<file path="src/rtl/pipeline_stall_ctrl.sv">
// pipeline_stall_ctrl
//
// Central stall/flush sequencer for the 5-stage core. Merges the load-use hazard,
// EX branch-taken, data-memory busy and halt request into write-enable / flush
// controls for the PC and the pipeline registers, owns the multi-cycle states
// (memory wait, halt drain, timeout error) and keeps saturating event counters.
//
// Ports:
//   clk             core clock, rising edge
//   rst_n           asynchronous active-low reset
//   hazard_detected load-use hazard flag from the hazard unit
//   branch_taken    branch/jump resolved taken in EX this cycle
//   mem_busy        data memory has not completed its access this cycle
//   halt_req        halt/ecall decoded in ID
//   pc_write        PC load enable
//   if_id_write     IF/ID load enable
//   if_id_flush     IF/ID loaded with a NOP
//   id_ex_flush     ID/EX loaded with a bubble
//   back_write      shared load enable for ID/EX, EX/MEM, MEM/WB
//   halted          core halted, sticky until reset
//   timeout_err     memory timeout occurred, sticky until reset
//   stall_cnt       saturating count of stalled RUN/MEM_WAIT cycles
//   flush_cnt       saturating count of branch flushes

module pipeline_stall_ctrl #(
   parameter int unsigned CNT_W        = 16,
   parameter int unsigned MEM_TIMEOUT  = 64,
   parameter int unsigned DRAIN_CYCLES = 3
) (
   input  logic             clk,
   input  logic             rst_n,
   input  logic             hazard_detected,
   input  logic             branch_taken,
   input  logic             mem_busy,
   input  logic             halt_req,
   output logic             pc_write,
   output logic             if_id_write,
   output logic             if_id_flush,
   output logic             id_ex_flush,
   output logic             back_write,
   output logic             halted,
   output logic             timeout_err,
   output logic [CNT_W-1:0] stall_cnt,
   output logic [CNT_W-1:0] flush_cnt
);

   localparam int unsigned TW = $clog2(MEM_TIMEOUT + 1);
   localparam int unsigned DW = $clog2(DRAIN_CYCLES + 1);

   // Busy-cycle count held in the timeout counter when one more busy cycle hits the limit.
   localparam logic [TW-1:0] TMO_LAST  = TW'(MEM_TIMEOUT - 1);
   localparam logic [DW-1:0] DRAIN_END = DW'(DRAIN_CYCLES);

   typedef enum logic [2:0] {
      StRun,
      StMemWait,
      StDrain,
      StHalted,
      StErr
   } state_e;

   state_e           state_q, state_d;
   logic [TW-1:0]    tmo_cnt_q, tmo_cnt_d;
   logic [DW-1:0]    drain_cnt_q, drain_cnt_d;
   logic             halted_q, timeout_err_q;
   logic [CNT_W-1:0] stall_cnt_q, flush_cnt_q;

   // Ungated controls; the reset gate is applied on the way out.
   logic pc_write_int, if_id_write_int, if_id_flush_int, id_ex_flush_int, back_write_int;
   logic stall_inc, flush_inc;

   // ---------------------------------------------------------------------------
   // State register
   // ---------------------------------------------------------------------------
   always_ff @(posedge clk or negedge rst_n) begin
      if (!rst_n) begin
         state_q     <= StRun;
         tmo_cnt_q   <= '0;
         drain_cnt_q <= '0;
      end else begin
         state_q     <= state_d;
         tmo_cnt_q   <= tmo_cnt_d;
         drain_cnt_q <= drain_cnt_d;
      end
   end

   // ---------------------------------------------------------------------------
   // Next-state logic
   // ---------------------------------------------------------------------------
   always_comb begin
      state_d     = state_q;
      tmo_cnt_d   = tmo_cnt_q;
      drain_cnt_d = drain_cnt_q;
      case (state_q)
         StRun: begin
            if (mem_busy) begin
               state_d   = StMemWait;
               tmo_cnt_d = TW'(1);
            end else if (branch_taken) begin
               // halt/hazard of a squashed instruction are dropped
               state_d = StRun;
            end else if (halt_req) begin
               state_d     = StDrain;
               drain_cnt_d = DW'(1);
            end
         end
         StMemWait: begin
            if (!mem_busy) begin
               state_d   = StRun;
               tmo_cnt_d = '0;
            end else begin
               tmo_cnt_d = tmo_cnt_q + TW'(1);
               if (tmo_cnt_q == TMO_LAST) begin
                  state_d = StErr;
               end
            end
         end
         StDrain: begin
            // A busy memory holds the drain so in-flight stores complete.
            if (!mem_busy) begin
               if (drain_cnt_q == DRAIN_END) begin
                  state_d = StHalted;
               end else begin
                  drain_cnt_d = drain_cnt_q + DW'(1);
               end
            end
         end
         StHalted: state_d = StHalted;
         StErr:    state_d = StErr;
         default:  state_d = StRun;
      endcase
   end

   // ---------------------------------------------------------------------------
   // Output logic
   // ---------------------------------------------------------------------------
   always_comb begin
      pc_write_int    = 1'b0;
      if_id_write_int = 1'b0;
      if_id_flush_int = 1'b0;
      id_ex_flush_int = 1'b0;
      back_write_int  = 1'b0;
      case (state_q)
         StRun: begin
            if (mem_busy) begin
               pc_write_int    = 1'b0;
            end else if (branch_taken) begin
               pc_write_int    = 1'b1;
               if_id_write_int = 1'b1;
               back_write_int  = 1'b1;
               if_id_flush_int = 1'b1;
               id_ex_flush_int = 1'b1;
            end else if (halt_req) begin
               if_id_write_int = 1'b1;
               back_write_int  = 1'b1;
               if_id_flush_int = 1'b1;
            end else if (hazard_detected) begin
               back_write_int  = 1'b1;
               id_ex_flush_int = 1'b1;
            end else begin
               pc_write_int    = 1'b1;
               if_id_write_int = 1'b1;
               back_write_int  = 1'b1;
            end
         end
         StMemWait: begin
            // Release in the same cycle memory completes.
            if (!mem_busy) begin
               pc_write_int    = 1'b1;
               if_id_write_int = 1'b1;
               back_write_int  = 1'b1;
            end
         end
         StDrain: begin
            // Keep injecting NOPs into IF/ID while older instructions retire.
            if_id_write_int = 1'b1;
            if_id_flush_int = 1'b1;
            back_write_int  = !mem_busy;
         end
         default: begin
            pc_write_int = 1'b0;
         end
      endcase
   end

   assign pc_write    = pc_write_int & rst_n;
   assign if_id_write = if_id_write_int & rst_n;
   assign if_id_flush = if_id_flush_int & rst_n;
   assign id_ex_flush = id_ex_flush_int & rst_n;
   assign back_write  = back_write_int & rst_n;

   // ---------------------------------------------------------------------------
   // Sticky status and performance counters
   // ---------------------------------------------------------------------------
   assign stall_inc = !pc_write_int && ((state_q == StRun) || (state_q == StMemWait));
   assign flush_inc = (state_q == StRun) && !mem_busy && branch_taken;

   always_ff @(posedge clk or negedge rst_n) begin
      if (!rst_n) begin
         halted_q      <= 1'b0;
         timeout_err_q <= 1'b0;
         stall_cnt_q   <= '0;
         flush_cnt_q   <= '0;
      end else begin
         halted_q      <= halted_q | (state_d == StHalted);
         timeout_err_q <= timeout_err_q | (state_d == StErr);
         if (stall_inc && (stall_cnt_q != {CNT_W{1'b1}})) begin
            stall_cnt_q <= stall_cnt_q + CNT_W'(1);
         end
         if (flush_inc && (flush_cnt_q != {CNT_W{1'b1}})) begin
            flush_cnt_q <= flush_cnt_q + CNT_W'(1);
         end
      end
   end

   assign halted      = halted_q;
   assign timeout_err = timeout_err_q;
   assign stall_cnt   = stall_cnt_q;
   assign flush_cnt   = flush_cnt_q;

endmodule

</file>
<file path="config.mk">
export PLATFORM = sky130hd
export DESIGN_NAME = pipeline_stall_ctrl
export DESIGN_NICKNAME = d
export VERILOG_FILES = /design/src/rtl/pipeline_stall_ctrl.sv
export SDC_FILE = /design/constraint.sdc
export NUM_CORES = 1
export LEC_CHECK = 0
export CORE_MARGIN = 4
export CORE_UTILIZATION = 35
export DETAILED_ROUTE_END_ITERATION = 8
export GPL_TIMING_DRIVEN = 1
export SYNTH_ARGS = -nofsm -noshare
export SYNTH_HDL_FRONTEND = slang
export SYNTH_SLANG_ARGS = --single-unit
</file>
<file path="constraint.sdc">
create_clock -name clk -period 4.4 [get_ports clk]
set_clock_uncertainty 0.1 [all_clocks]
set_input_delay 0.66 -clock clk [delete_from_list [all_inputs] [get_ports clk]]
set_output_delay 0.66 -clock clk [all_outputs]
set_load 0.03 [all_outputs]
</file>
==> results_dict.tcl, run 1 <==
set metrics [dict create \
    outcome "finished, final reports clean" \
    cts_made_buffers 5 \
    nets 289 \
    met1_usage 0.171 \
    place_inst 349 \
    cp-start-kind "input port" \
    rsz0062_at_grt "false" \
    synth.top_cell.area_share 0.487 \
    setup_ws_ps 810 \
    yosys-top-cells-area "dfrtp_1, xnor2_1, nand4_1" \
    cp_max_fo 4 \
    initial_core_util 0.366 \
    tns_ps 0 \
    rrSetupSlack_ps 2210 \
    netlist_instances 233 \
    seq_area_sq_um 1150 \
    fmax_ghz 0.279 \
    tritoncts "built" \
    globalRouteMet3Util 0.0326 \
    cp.required_ps 3640 \
    period_share 0.816 \
    cp-end-kind "output port" \
    ys_async_sr_fraction 1.00 \
    cap_violations 0 \
    drive_above_1_share 0.0929 \
    drt_pre_antenna_iters 4 \
    grt_pass1_vias 1793 \
    stdcell_count 357 \
    vdd_drop_max_v 0.000310 \
    pin_count 45 \
    die_w_um 90.2 \
    layout-area-overhead-vs-synth_pct 24.8 \
    p_leak_nw 1.22 \
    grt-busiest-layer "met2" \
    clk_pin_slew_ps 90 \
    dp_hpwl_mm 3.60 \
    r2r_end "stall_cnt[1]$_DFFE_PN0P_" \
    yosys_register_bits 46 \
    grtUsageTotal 0.127 \
    synth_xor_area_frac 0.0927 \
    yosys.area.top_type "dfrtp_1" \
    cts_setup_buffers 0 \
    drc_errors 0 \
    p_per_area_nw_per_um2 449 \
    synth.area.mux_share 0.0318 \
    synth_top_family_by_area "simple AND/OR/NAND/NOR gates" \
    clk-insertion-delay-late_ps 300 \
    startpoint "halt_req" \
    mostFrequentLayoutCells "dfrtp_1, clkdlybuf4s50_1, nand2_1" \
    mappedNetlistArea_sq_um 2360 \
    grt_remaining_overflow 0 \
    n_antenna_cell 0 \
    finalPower_mw 1.32 \
    hold_buffers 0 \
    endpoint "pc_write" \
    portBuffers 44 \
    hold_class "in2async" \
    drt_iter0_markers 46 \
    met2_usage 0.200 \
    place.gp.congestion 0.716 \
    yosys_warnings 0 \
    period_minus_slack_ps 3590 \
    final_hold_viol_count 0 \
    setup_viol 0 \
    htree_levels 2 \
    slew_viol_final 0 \
    postRouteAntennaNets 0 \
    hold_ws_ps 138 \
    fillerInstances 610 \
    place_ws_ps 780 \
    tightest_slew_ps 694 \
    syn-num-nets 243 \
    cts_buffer_depth 2 \
    wire_per_inst_um 14.1 \
    cts_root_buf "clkbuf_8" \
    cts_resized 0 \
    synth_simple_gate_area_share 0.241 \
    antenna_found_initial 0 \
    dr_total_vias 1847 \
    yosys_most_used_dff "dfrtp_1" \
    layout_commonest_cell "dfrtp_1" \
    ys_types 43 \
    synth-compound-area-share 0.0996 \
    rows 29 \
    r2r_start "stall_cnt[0]$_DFFE_PN0P_" \
    grt_pass1_wl_mm 8.61 \
    avgSynthCellArea_sq_um 10.1 \
    worst_r2r_path_depth 5 \
    viasPerCell 5.17 \
    max_slew_margin 0.532 \
    die_h_um 90.2 \
    core_area_sq_um 6460 \
    die-area_sq_um 8130 \
    yosysSeqAreaShare 0.487 \
    critPathKind "in2out" \
    cts_sinks 46 \
    grt_max_degree 38 \
    multiInputGateArea_sq_um 1150 \
    drt-total-wl_mm 5.05 \
    synth_adder_area_share 0.0212 \
    synth_edf_count 0 \
    worstPathArrival_ps 2830 \
]
worst max-delay path, cell delays in order:
cell and delay (ps):
clkdlybuf4s50_1 450, or2_2 310, a21oi_1 490, and3_1 250
clkdlybuf4s50_1 670
how the worst min path moves through the flow:
stage                                 end  slack, ps  cells after the start
2_1_floorplan  drain_cnt_q[0]$_DFFE_PN0P_        260                      0
3_3_place_gp        timeout_err$_DFF_PN0_        360                      1
3_5_place_dp             halted$_DFF_PN0_        360                      2
4_1_cts        drain_cnt_q[1]$_DFFE_PN0P_        140                      1
5_1_grt        drain_cnt_q[1]$_DFFE_PN0P_        150                      1
6_report       drain_cnt_q[1]$_DFFE_PN0P_        140                      1
cell families (layout without fill, tap and decap cells):
group / after synthesis / in the layout
simple gates: 104 / 104
buf+inv: 12 / 59
fa+ha+maj: 4 / 4
flops: 46 / 46
xor+xnor: 25 / 25
mux: 7 / 7
compound gates: 35 / 35
layer usage:
metal	part of all wire	vias to the layer above
met5	0	-
met1	0.50	892
met4	0.010	0
met2	0.46	34
li1	-	916
met3	0.030	5
registers in the layout, summed over array words and instances, names as in the netlist:
name / count
state_q: 3
halted: 1
drain_cnt_q: 2
stall_cnt: 16
timeout_err: 1
flush_cnt: 16
tmo_cnt_q: 7
synthesized netlist by cell type (2+ instances only):
library cell and number:
and3_1 6, mux2i_1 3, nor2_1 21, buf_2 2, nand2b_1 3, and4_1 2, inv_1 6, a22o_1 2
ha_1 4, nand3_1 10, a31oi_1 2, nor3_1 6, or2_2 4, o31ai_1 2, clkbuf_1 2, xnor2_1 18
nor2b_1 3, xor2_1 7, buf_6 2, nand4_1 14, a41oi_1 2, nor3_2 2, or4_1 2, a21oi_1 11
dfrtp_1 46, mux2_2 4, o21ai_0 9, nand2_1 23
power by group:
part / internal [mW] / leakage [nW] / switching [mW]
Combinational: 0.196 / 0.594 / 0.257
Clock: 0.112 / 0.0452 / 0.147
Sequential: 0.498 / 0.576 / 0.112
stage by stage:
step | cell area, sq um | util
after floorplan | 2360 | -
final | 2950 | 0.456
after global placement | 2860 | 0.443
after global routing | 2950 | 0.456
after CTS | 2950 | 0.456
after detailed placement | 2860 | 0.443
cell type report:
type	instances	area share
Sequential cell	46	0.390
Multi-Input combinational cell	175	0.390
Timing Repair Buffer	45	0.150
Tap cell	77	0.0327
Clock buffer	6	0.0246
Inverter	6	0.00764
Clock inverter	2	0.00467
Note: power is estimated with default switching activity, not from simulation.
==> inputs of run 2 (changes only) <==
==> constraint.sdc (replaced) <==
create_clock -name clk -period 3.8 [get_ports clk]
set_clock_uncertainty 0.1 [all_clocks]
set_input_delay 0.57 -clock clk [delete_from_list [all_inputs] [get_ports clk]]
set_output_delay 0.57 -clock clk [all_outputs]
set_load 0.03 [all_outputs]
==> run 2 against run 1 <==
Effect of this change:
- critical path depth did not move
- sequential share of layout area fell by 0.44 points
- utilization rose by 0.52 points
- power rose by 21%
- sequential power rose by 16%
- worst setup slack got worse by 390 ps
- routed wire length rose by 0.46%
- design area rose by 1.1%
- first-iteration DRC count rose by 11%
- critical path type unchanged
==> results_dict.tcl, run 2 (synthesis results as in run 1) <==
set metrics [dict create \
    outcome "finished, final reports clean" \
    p_sw_frac 0.376 \
    drc_errors 0 \
    cts_sinks 46 \
    max_slew_margin 0.507 \
    worst_r2r_path_depth 5 \
    die_h_um 90.2 \
    p_clk_frac 0.232 \
    place.gp.congestion 0.732 \
    cts_setup_buffers 0 \
    drt_iter0_markers 51 \
    slew_viol_final 0 \
    postRouteAntennaNets 0 \
    tritoncts "built" \
    cp_max_fo 4 \
    vdd_drop_max_v 0.000309 \
    rsz0062_at_grt "false" \
    wire_per_inst_um 14.2 \
    period_share 0.889 \
    worstPathArrival_ps 2710 \
    setup_ws_ps 422 \
    pin_count 45 \
    final_hold_viol_count 0 \
    setup_viol 0 \
    startpoint "halt_req" \
    cts_resized 0 \
    drt_pre_antenna_iters 4 \
    critical_path_buf_inv_count 2 \
    cp_common_cell "clkdlybuf4s50_1" \
    grt_pass1_vias 1877 \
    r2r_start "stall_cnt[0]$_DFFE_PN0P_" \
    cp_slowest_cell "clkdlybuf4s50_1" \
    layout-area-overhead-vs-synth_pct 26.2 \
    tightest_slew_ps 732 \
    hold_class "in2async" \
    cp-end-kind "output port" \
    hold_buffers 0 \
    p_sw_uw 603 \
    die_w_um 90.2 \
    utilization 0.462 \
    cp-start-kind "input port" \
    clk_pin_slew_ps 90 \
    tns_ps 0 \
    crit_cells 5 \
    nets 290 \
    clk-insertion-delay-late_ps 300 \
    cts_made_buffers 5 \
    portBuffers 44 \
    grtUsageTotal 0.130 \
    initial_core_util 0.366 \
    place_ws_ps 392 \
    fmax_ghz 0.296 \
    p_comb_frac 0.326 \
    rrSetupSlack_ps 1590 \
    crit_family "buffers and inverters" \
    internal_power_mw 1.00 \
    n_antenna_cell 0 \
    drive_above_1_share 0.0996 \
    core_area_sq_um 6460 \
    cts_buffer_depth 2 \
    viasPerCell 5.18 \
    htree_levels 2 \
    p_leak_nw 1.23 \
    path_cells "clkdlybuf4s50_1 -> or2_2 -> a21oi_1 -> and3_1 -> clkdlybuf4s50_1" \
    r2r_end "stall_cnt[1]$_DFFE_PN0P_" \
    die-area_sq_um 8130 \
    dp_hpwl_mm 3.66 \
    endpoint "pc_write" \
    stdcell_count 358 \
    pwr-share-seq 0.441 \
    rows 29 \
    mostFrequentLayoutCells "dfrtp_1, clkdlybuf4s50_1, nand2_1" \
    cp.required_ps 3130 \
    cap_violations 0 \
    place_inst 350 \
    cpPeakStageDelay_ps 670 \
    period_minus_slack_ps 3380 \
    layout_commonest_cell "dfrtp_1" \
    antenna_found_initial 0 \
    grt_pass1_wl_mm 8.83 \
    p_per_area_nw_per_um2 538 \
    cts_root_buf "clkbuf_8" \
    critPathKind "in2out" \
    grt_remaining_overflow 0 \
    drt-total-wl_mm 5.07 \
    grt_max_degree 37 \
    dr_total_vias 1853 \
]
## run 2: cell types whose count changed in the layout (fill, tap and decap cells not counted)
cell | before | now
inv_6 | 0 | 1
bufinv_16 | 0 | 1
buf_4 | 1 | 2
clkinv_4 | 1 | 0
clkbuf_1 | 1 | 0
## run 2: power by group through the flow
stage / combinational [mW] / sequential [mW] / clock (mW)
after floorplan: 0.290 / 0.762 / 0
after global placement: 0.523 / 0.716 / 0
after detailed placement: 0.527 / 0.715 / 0
after CTS: 0.529 / 0.708 / 0.385
after global routing: 0.577 / 0.733 / 0.406
final: 0.524 / 0.708 / 0.373
## run 2: worst min path at each step
stage | from | cells past startpoint | to
detailed placement | timeout_err$_DFF_PN0_ | 1 | timeout_err$_DFF_PN0_
floorplan | rst_n | 0 | drain_cnt_q[0]$_DFFE_PN0P_
global route | rst_n | 1 | flush_cnt[11]$_DFFE_PN0P_
global placement | timeout_err$_DFF_PN0_ | 1 | timeout_err$_DFF_PN0_
CTS | rst_n | 1 | drain_cnt_q[1]$_DFFE_PN0P_
finish | rst_n | 1 | flush_cnt[13]$_DFFE_PN0P_
## run 2: worst register-to-register path, cell delays in order (launching register included)
cell and delay, ps:
dfrtp_1 440, ha_1 230, and3_1 260, and4_4 220, a211oi_4 470, mux2_2 390
## run 2: stage by stage
stage / instance area [sq um] / hold WS, ps / total power, mW
2_1_floorplan: 2360 / 174 / 1.05
5_1_grt: 2980 / 50.1 / 1.72
3_5_place_dp: 2870 / 360 / 1.24
6_report: 2980 / 42.4 / 1.60
3_3_place_gp: 2870 / 355 / 1.24
4_1_cts: 2980 / 44.4 / 1.62
## run 2: cell type report
class	instances	area (sq um)
repair buffers	46	450
clock inverters	3	43.8
clock buffers	5	68.8
inverters	6	22.5
well taps	77	96.3
fillers	636	3480
flip-flops and latches	46	1150
multi-input cells	175	1150
## run 2: routing by layer
layer	share of wire	vias to the layer above	track usage
li1	-	926	-
met1	0.48	892	0.172
met2	0.47	31	0.212
met3	0.035	4	0.0351
met4	0.0079	0	0.0344
met5	0	-	0
